==> config.mk <==
export PLATFORM = sky130hd
export DESIGN_NAME = pad_mux_ctrl
export DESIGN_NICKNAME = d
export VERILOG_FILES = /design/src/rtl/pad_mux_ctrl.sv
export SDC_FILE = /design/constraint.sdc
export NUM_CORES = 1
export LEC_CHECK = 0
export ABC_CLOCK_PERIOD_IN_PS = 5600
export BUFFER_PORTS_ARGS = -buffer_cell sky130_fd_sc_hd__buf_2
export CORE_ASPECT_RATIO = 1.2
export CORE_MARGIN = 8
export CORE_UTILIZATION = 52
export CTS_CLUSTER_DIAMETER = 80
export DETAILED_ROUTE_END_ITERATION = 6
export PLACE_DENSITY = 0.88
export SETUP_SLACK_MARGIN = 0.05
export SYNTH_ARGS = -nofsm -noshare
export SYNTH_HDL_FRONTEND = slang
export SYNTH_SLANG_ARGS = --single-unit
==> constraint.sdc <==
create_clock -name clk -period 5.6 [get_ports clk]
set_input_delay 0.28 -clock clk [delete_from_list [all_inputs] [get_ports clk]]
set_output_delay 0.28 -clock clk [all_outputs]
set_load 0.05 [all_outputs]
==> src/rtl/pad_mux_ctrl.sv <==
// Pad multiplexer controller: routes each pad to its peripheral, GPIO or hi-Z,
// and sequences select changes through a blanking window before committing.
module pad_mux_ctrl #(
    parameter int          NPADS   = 8,
    parameter int          SETTLE  = 4,
    parameter logic [15:0] RST_SEL = 16'h5520
) (
    input  logic             clk,
    input  logic             rst,
    input  logic             cfg_valid,
    input  logic [2:0]       cfg_pad,
    input  logic [1:0]       cfg_sel,
    output logic             cfg_ready,
    output logic             cfg_done,
    output logic             cfg_err,
    output logic [15:0]      sel_o,
    input  logic [NPADS-1:0] alt_out,
    input  logic [NPADS-1:0] alt_oe,
    output logic [NPADS-1:0] alt_in,
    input  logic [NPADS-1:0] gpio_out,
    output logic [NPADS-1:0] gpio_in,
    output logic [NPADS-1:0] pad_i,
    output logic [NPADS-1:0] pad_oe,
    input  logic [NPADS-1:0] pad_o
);

    typedef enum logic [1:0] {IDLE, BLANK, COMMIT} state_t;
    typedef enum logic [1:0] {SEL_ALT, SEL_GPIO_IN, SEL_GPIO_OUT, SEL_DIS} sel_t;

    // Select slots of non-existent pads are held at zero forever.
    localparam logic [15:0] SEL_MASK = 16'((17'd1 << (2 * NPADS)) - 17'd1);
    localparam logic [15:0] SEL_RST  = RST_SEL & SEL_MASK;
    localparam logic [3:0]  NPADS_W  = 4'(NPADS);
    localparam logic [3:0]  CNT_LOAD = 4'(SETTLE - 1);

    state_t      state_q, state_d;
    logic [3:0]  cnt_q, cnt_d;
    logic [2:0]  pad_q, pad_d;
    logic [1:0]  tgt_q, tgt_d;
    logic        chg_q, chg_d;
    logic        err_q, err_d;
    logic [15:0] sel_q, sel_d;
    logic        blank_act;

    always_comb begin
        state_d = state_q;
        cnt_d   = cnt_q;
        pad_d   = pad_q;
        tgt_d   = tgt_q;
        chg_d   = chg_q;
        err_d   = err_q;
        sel_d   = sel_q;

        cfg_ready = (state_q == IDLE);
        cfg_done  = (state_q == COMMIT);
        cfg_err   = (state_q == COMMIT) && err_q;

        case (state_q)
            IDLE: begin
                if (cfg_valid) begin
                    pad_d = cfg_pad;
                    tgt_d = cfg_sel;
                    err_d = ({1'b0, cfg_pad} >= NPADS_W);
                    chg_d = !err_d && (sel_q[{cfg_pad, 1'b0} +: 2] != cfg_sel);
                    if (chg_d) begin
                        state_d = BLANK;
                        cnt_d   = CNT_LOAD;
                    end else begin
                        state_d = COMMIT;
                    end
                end
            end
            BLANK: begin
                if (cnt_q == 4'd0) begin
                    state_d = COMMIT;
                end else begin
                    cnt_d = cnt_q - 4'd1;
                end
            end
            COMMIT: begin
                if (chg_q) begin
                    sel_d[{pad_q, 1'b0} +: 2] = tgt_q;
                end
                state_d = IDLE;
            end
            default: state_d = IDLE;
        endcase
    end

    // NOTE: non-blocking assignments so every flop samples pre-edge values.
    always_ff @(posedge clk) begin
        if (rst) begin
            state_q <= IDLE;
            cnt_q   <= 4'd0;
            pad_q   <= 3'd0;
            tgt_q   <= 2'd0;
            chg_q   <= 1'b0;
            err_q   <= 1'b0;
            sel_q   <= SEL_RST;
        end else begin
            state_q <= state_d;
            cnt_q   <= cnt_d;
            pad_q   <= pad_d;
            tgt_q   <= tgt_d;
            chg_q   <= chg_d;
            err_q   <= err_d;
            sel_q   <= sel_d;
        end
    end

    // Only a genuine select change isolates its pad while in flight.
    assign blank_act = chg_q && (state_q != IDLE);
    assign sel_o     = sel_q;

    always_comb begin
        alt_in  = '0;
        gpio_in = '0;
        pad_i   = '0;
        pad_oe  = '0;
        for (int p = 0; p < NPADS; p++) begin
            if (!(blank_act && (pad_q == 3'(p)))) begin
                unique case (sel_t'(sel_q[2*p +: 2]))
                    SEL_ALT: begin
                        pad_i[p]  = alt_out[p];
                        pad_oe[p] = alt_oe[p];
                        alt_in[p] = pad_o[p];
                    end
                    SEL_GPIO_IN: begin
                        gpio_in[p] = pad_o[p];
                    end
                    SEL_GPIO_OUT: begin
                        pad_i[p]   = gpio_out[p];
                        pad_oe[p]  = 1'b1;
                        gpio_in[p] = pad_o[p];
                    end
                    default: begin
                    end
                endcase
            end
        end
    end

endmodule

# Word level (Yosys, flattened, before mapping)
# Index checks and enable logic that the tools add are counted.
[word_totals] in_bits=40 out_inout_bits=51 reg_bits=28 word_cells=148
[classes] n_reduce_logical=34 shift=3 muxes=73 eq_ne=30 n_addsub=2
[ops] op="2-to-1 mux 1 bit" count=48
[ops] op="case mux 1 bit (2 select lines)" count=16
[ops] op="== test 2 x 1 -> 1 bit, second input constant" count=9
[ops] op="== test 2 bit, second input constant" count=9
[ops] op="logical NOT 2 bit" count=9
[ops] op="bitwise mux 16 bit" count=1
[ops] op="OR reduction 2 bit" count=8
[ops] op="variable shift 2 x 6 -> 16 bit, first input constant" count=1
[ops] op="indexed part select 16 x 5 -> 2 bit" count=1
[ops] op="indexed part select 2 x 6 -> 16 bit" count=1
[ops] op="== test 3 bit, second input constant" count=4
[ops] op="2-to-1 mux 4 bit" count=3
[ops] op="logical AND 1 bit" count=9
[ops] op="case mux 4 bit (2 select lines)" count=1
[ops] op="== test 3 x 2 -> 1 bit, second input constant" count=2
[ops] op="2-to-1 mux 2 bit" count=3
[ops] op="!= test 2 bit, second input constant" count=3
[ops] op="negation 4 -> 6 bit" count=1
[ops] op="AND reduction 2 bit" count=3
[ops] op="logical NOT 4 bit" count=1
[ops] op="case mux 2 bit (2 select lines)" count=1
[ops] op="AND reduction 4 bit" count=1
[ops] op="nonzero test 2 bit" count=2
[ops] op="subtractor 4 x 1 -> 4 bit, second input constant" count=1
[ops] op="other kinds (4)" count=4

# Longest topological paths before layout
[logic_depth] ltp_word=5 depth_mapped=8

# Worst setup path before layout
# Ideal clock, no wire load.
[synth_path] kind="reg-to-output" startpoint="reg state_q[1]" endpoint="out pad_i[7]" stages_incl_launch_ff=7 setup_slack_ps=3413 required_time_ps=5320 arrival_ps=1907 cell_sequence="dfxtp_1 > or2_1 > clkbuf_1 > and2_1 > clkbuf_1 > and3_1 > nor2_1"
[synth_between] elab_chain_len=4
[synth_rtl] item="from (decl)" line="36" source="state_t state_q, state_d;"
[synth_rtl] item="from (signal assigned)" line="101" source="state_q <= state_d;"
[synth_rtl] item="nonzero test 2 bit" line="112" source="assign blank_act = chg_q && (state_q != IDLE);"
[synth_rtl] item="logical AND 1 bit" line="112"
[synth_rtl] item="logical AND 1 bit" line="121" source="if (!(blank_act && (pad_q == 3'(p)))) begin"
[synth_rtl] item="2-to-1 mux 1 bit" line="121"
[synth_rtl] item="to (decl)" line="22" source="output logic [NPADS-1:0] pad_i,"
# No other way between the ends.

# Worst setup path in the final report
[layout_path] startpoint="reg pad_q[0]" endpoint="reg sel_q[8], in the netlist sel_o[8]"
[layout_between] elab_chain_len=3 elab_cells_between_ends=4 cone_classes="add/sub: 1; shift: 2; mux: 1"
[layout_rtl] item="from (decl)" line="38" source="logic [2:0] pad_q, pad_d;"
[layout_rtl] item="from (signal assigned)" line="103" source="pad_q <= pad_d;"
[layout_rtl] item="negation 4 -> 6 bit *" line="82" source="sel_d[{pad_q, 1'b0} +: 2] = tgt_q;"
[layout_rtl] item="indexed part select 2 x 6 -> 16 bit or variable shift 2 x 6 -> 16 bit (tied branches)" line="82"
[layout_rtl] item="bitwise mux 16 bit *" line="82"
[layout_rtl] item="to (signal assigned)" line="107" source="sel_q <= sel_d;"
[layout_rtl] item="to (decl)" line="42" source="logic [15:0] sel_q, sel_d;"
# Every way passes the cells marked *; elsewhere a longest branch is shown, timed or not.
# A chain may end at the register's enable or synchronous reset.

==> metrics <==
Max Cap Viol 0; Synth Area in Compound Gates 18.7%; syn_area_per_cell 7.80 um2; vias in the first global route 2237; area delta synth->final 22.9%; Psw 0.000178 W; clock sink count 28; H-tree levels 1; clock-pin slew on the worst setup and hold paths 90 ps; CTS Hold Bufs 0; ant diodes 0; post-synth top area share 25.4%; Comb power frac 32.3%; critical path data arrival time 2480 ps; global-route total usage across every layer 18.0%; fill count 408; largest family of logic cells by synthesized area simple AND/OR/NAND/NOR gates; clock network power share 23.9%; EDFF count, synth 0; share of post-route cells with drive strength above 1 28.1%; required time worst endpoint 5770 ps; Async SR Flop Fraction 0%; Ys Warns 0; flop2flop setup slack 3280 ps; # setup viols final 0; routed len/inst 14.3 um; Final Hold Viols 0; mux share of post-synthesis cell area 7.31%; sequential area share after synthesis 25.4%; sequential share of power 43.8%; number of DRC violations after detailed-routing iteration 0 122; die height 87.4 um; Slew HR 51.9%; CP Max Fanout 8; maximum VDD drop 187 uV; Reg2Reg Capture Point sel_o[8]$_SDFFE_PP1P_; DRT Wirelength 5990 um; leakage 1.39 nW; IO Count 91; Worst Reg-to-Reg Cells 7; DIE AREA 0.00659 mm2; Adder-Cell Fraction of Synth Area 14.2%; CP cell instances inv_1, ha_1, ha_1, nor3b_2, and3b_1, nor2_1, a211o_1; area leader, netlist dfxtp_1; CORE AREA 0.00416 mm2; Final min period 2320 ps; Slew @ Worst Pin 716 ps; Pre-antenna DRT Iters 4; synth cell count leaders a21oi_1 (32), nor2_1 (31), dfxtp_1 (28); Core Util, Final 65.1%; clk buf depth 2; Int Pwr 0.000327 W; synthesized netlist net count 348; routed via count 2277; endpoint class of the critical path flip-flop; top_reg_cell synth dfxtp_1; # resized after CTS 0; Antenna Violating Nets Remaining 0; RSZ-0062 raised after global routing no; Layout Nets 429; WHS Endpoint tgt_q[0]$_SDFFE_PP0P_; die width 75.5 um; delay of the slowest cell on the worst path 470 ps; port buffer count 89; Hold Startpoint cfg_sel[0]; Initial Util 53.0%; Post-CTS Setup Inserts 0; Slew Limit Fails 0; critical path startpoint pad_q[0]$_SDFFE_PP0P_; placer's final routability congestion estimate 0.917; setup TNS 0 ps; number of core rows 26; Unique masters post-synth 41; WS Path Type reg2reg; WHS Path Cells 3; initial antenna violation count 0; Worst path slowest cell dfxtp_1; top post-synthesis cells by area dfxtp_1 (25%), ha_1 (14%), and3_1 (7.7%), a21oi_1 (7.3%), mux2i_1 (5.4%); first-pass GRT wire length 9690 um; Clk Latency, worst-skew pair 270 ps; Simple-Gate Fraction of Synth Area 27.6%; synthesized cell area 0.00221 mm2; top-count cell post-synth a21oi_1; global route overflow 0; PwrDens 186 mW/mm2; CP startpoint kind flip-flop; HP Class in2reg; fin crit share 41.4%; clock root cell clkbuf_8; Synth Instances 283; Yosys reg bits 28; dpl hpwl 4920 um; switching share of power 35.2%; worst r2r src pad_q[0]$_SDFFE_PP0P_; CTS tree done; CP most frequent cell ha_1; clk_skew 3.27 ps; CTS Buf Count 3; drc violations 0; largest net degree at the start of global routing 30; outcome complete, no violations; routed vias/inst 5.43; Post-Synth XOR/XNOR Area 0%; Achievable Freq 431 MHz
-- worst max-delay path, delay by kind of cell, from the launching register on --
kind                     cells  cell delay, ps
AO/OA/AOI/OAI                1             250
buffers and inverters        1             150
flip-flops                   1             470
adder cells (fa/ha/maj)      2             590
AND/OR/NAND/NOR              3             770
-- sequential cells by signal, indices dropped and copies added, names as in the netlist --
| signal | flops |
|---|---|
| tgt_q | 2 |
| pad_q | 3 |
| sel_o | 16 |
| cnt_q | 4 |
| chg_q | 1 |
| state_q | 2 |
-- power by group through the flow --
| stage | clock [W] | sequential [W] | combinational (W) |
|---|---|---|---|
| final | 0.000121 | 0.000221 | 0.000163 |
| after global routing | 0.000133 | 0.000223 | 0.000178 |
| after CTS | 0.000125 | 0.000221 | 0.000163 |
| after detailed placement | 0 | 0.000226 | 0.000163 |
| after global placement | 0 | 0.000225 | 0.000159 |
| after floorplan | 0 | 0.000222 | 0.000124 |
-- logic make-up (layout without fill, tap and decap cells) --
kind of cell             count (synthesis)  in the layout
buffers and inverters                   35            115
flip-flops                              28             28
adder cells (fa/ha/maj)                 25             25
AO/OA/AOI/OAI                           61             61
AND/OR/NAND/NOR                        118            118
multiplexers                            15             15
other                                    1              1
-- stage by stage --
stage / cell area (um2) / setup slack, ps / power [W] / std cells / hold slack, ps
2_1_floorplan: 2210 / 3410 / 0.000347 / 283 / 427
3_3_place_gp: 2660 / 3440 / 0.000384 / 415 / 479
3_5_place_dp: 2660 / 3330 / 0.000388 / 415 / 480
4_1_cts: 2710 / 3320 / 0.000509 / 419 / 281
5_1_grt: 2710 / 3140 / 0.000535 / 419 / 297
6_report: 2710 / 3280 / 0.000506 / 419 / 285
-- per-layer routing --
layer / up-vias / GRT usage, % / wire (um)
met5: - / 0 / 0
met4: 0 / 4.90 / 69
met3: 6 / 3.11 / 442
met2: 60 / 35.1 / 3230
met1: 1054 / 18.5 / 2250
li1: 1157 / - / -
-- final cells by class --
class	count	area, um2	area share [%]
Clock buffer	4	55.1	2.03
Inverter	22	82.6	3.04
Multi-Input combinational cell	220	1500	55.3
Sequential cell	28	561	20.7
Tap cell	56	70.1	2.58
Timing Repair Buffer	89	445	16.4
-- worst max-delay path by stage --
stage | end | cells past startpoint
after detailed placement | sel_o[8]$_SDFFE_PP1P_ | 7
after CTS | sel_o[8]$_SDFFE_PP1P_ | 7
after global placement | sel_o[8]$_SDFFE_PP1P_ | 7
after floorplan | pad_i[7] | 6
after global routing | sel_o[8]$_SDFFE_PP1P_ | 7
final | sel_o[8]$_SDFFE_PP1P_ | 7
-- placed cells by master, fill, tap and decap left out, types with 5 or more instances in the layout --
cell and instances:
a211o_1 5, a21oi_1 32, a22oi_1 10, and3_1 27, buf_2 89, dfxtp_1 28
ha_1 25, inv_1 21, mux2i_1 12, nand2_1 21, nand3_1 12, nor2_1 31
nor2b_1 6, nor3_1 5
Note: power is estimated with default switching activity, not from simulation.
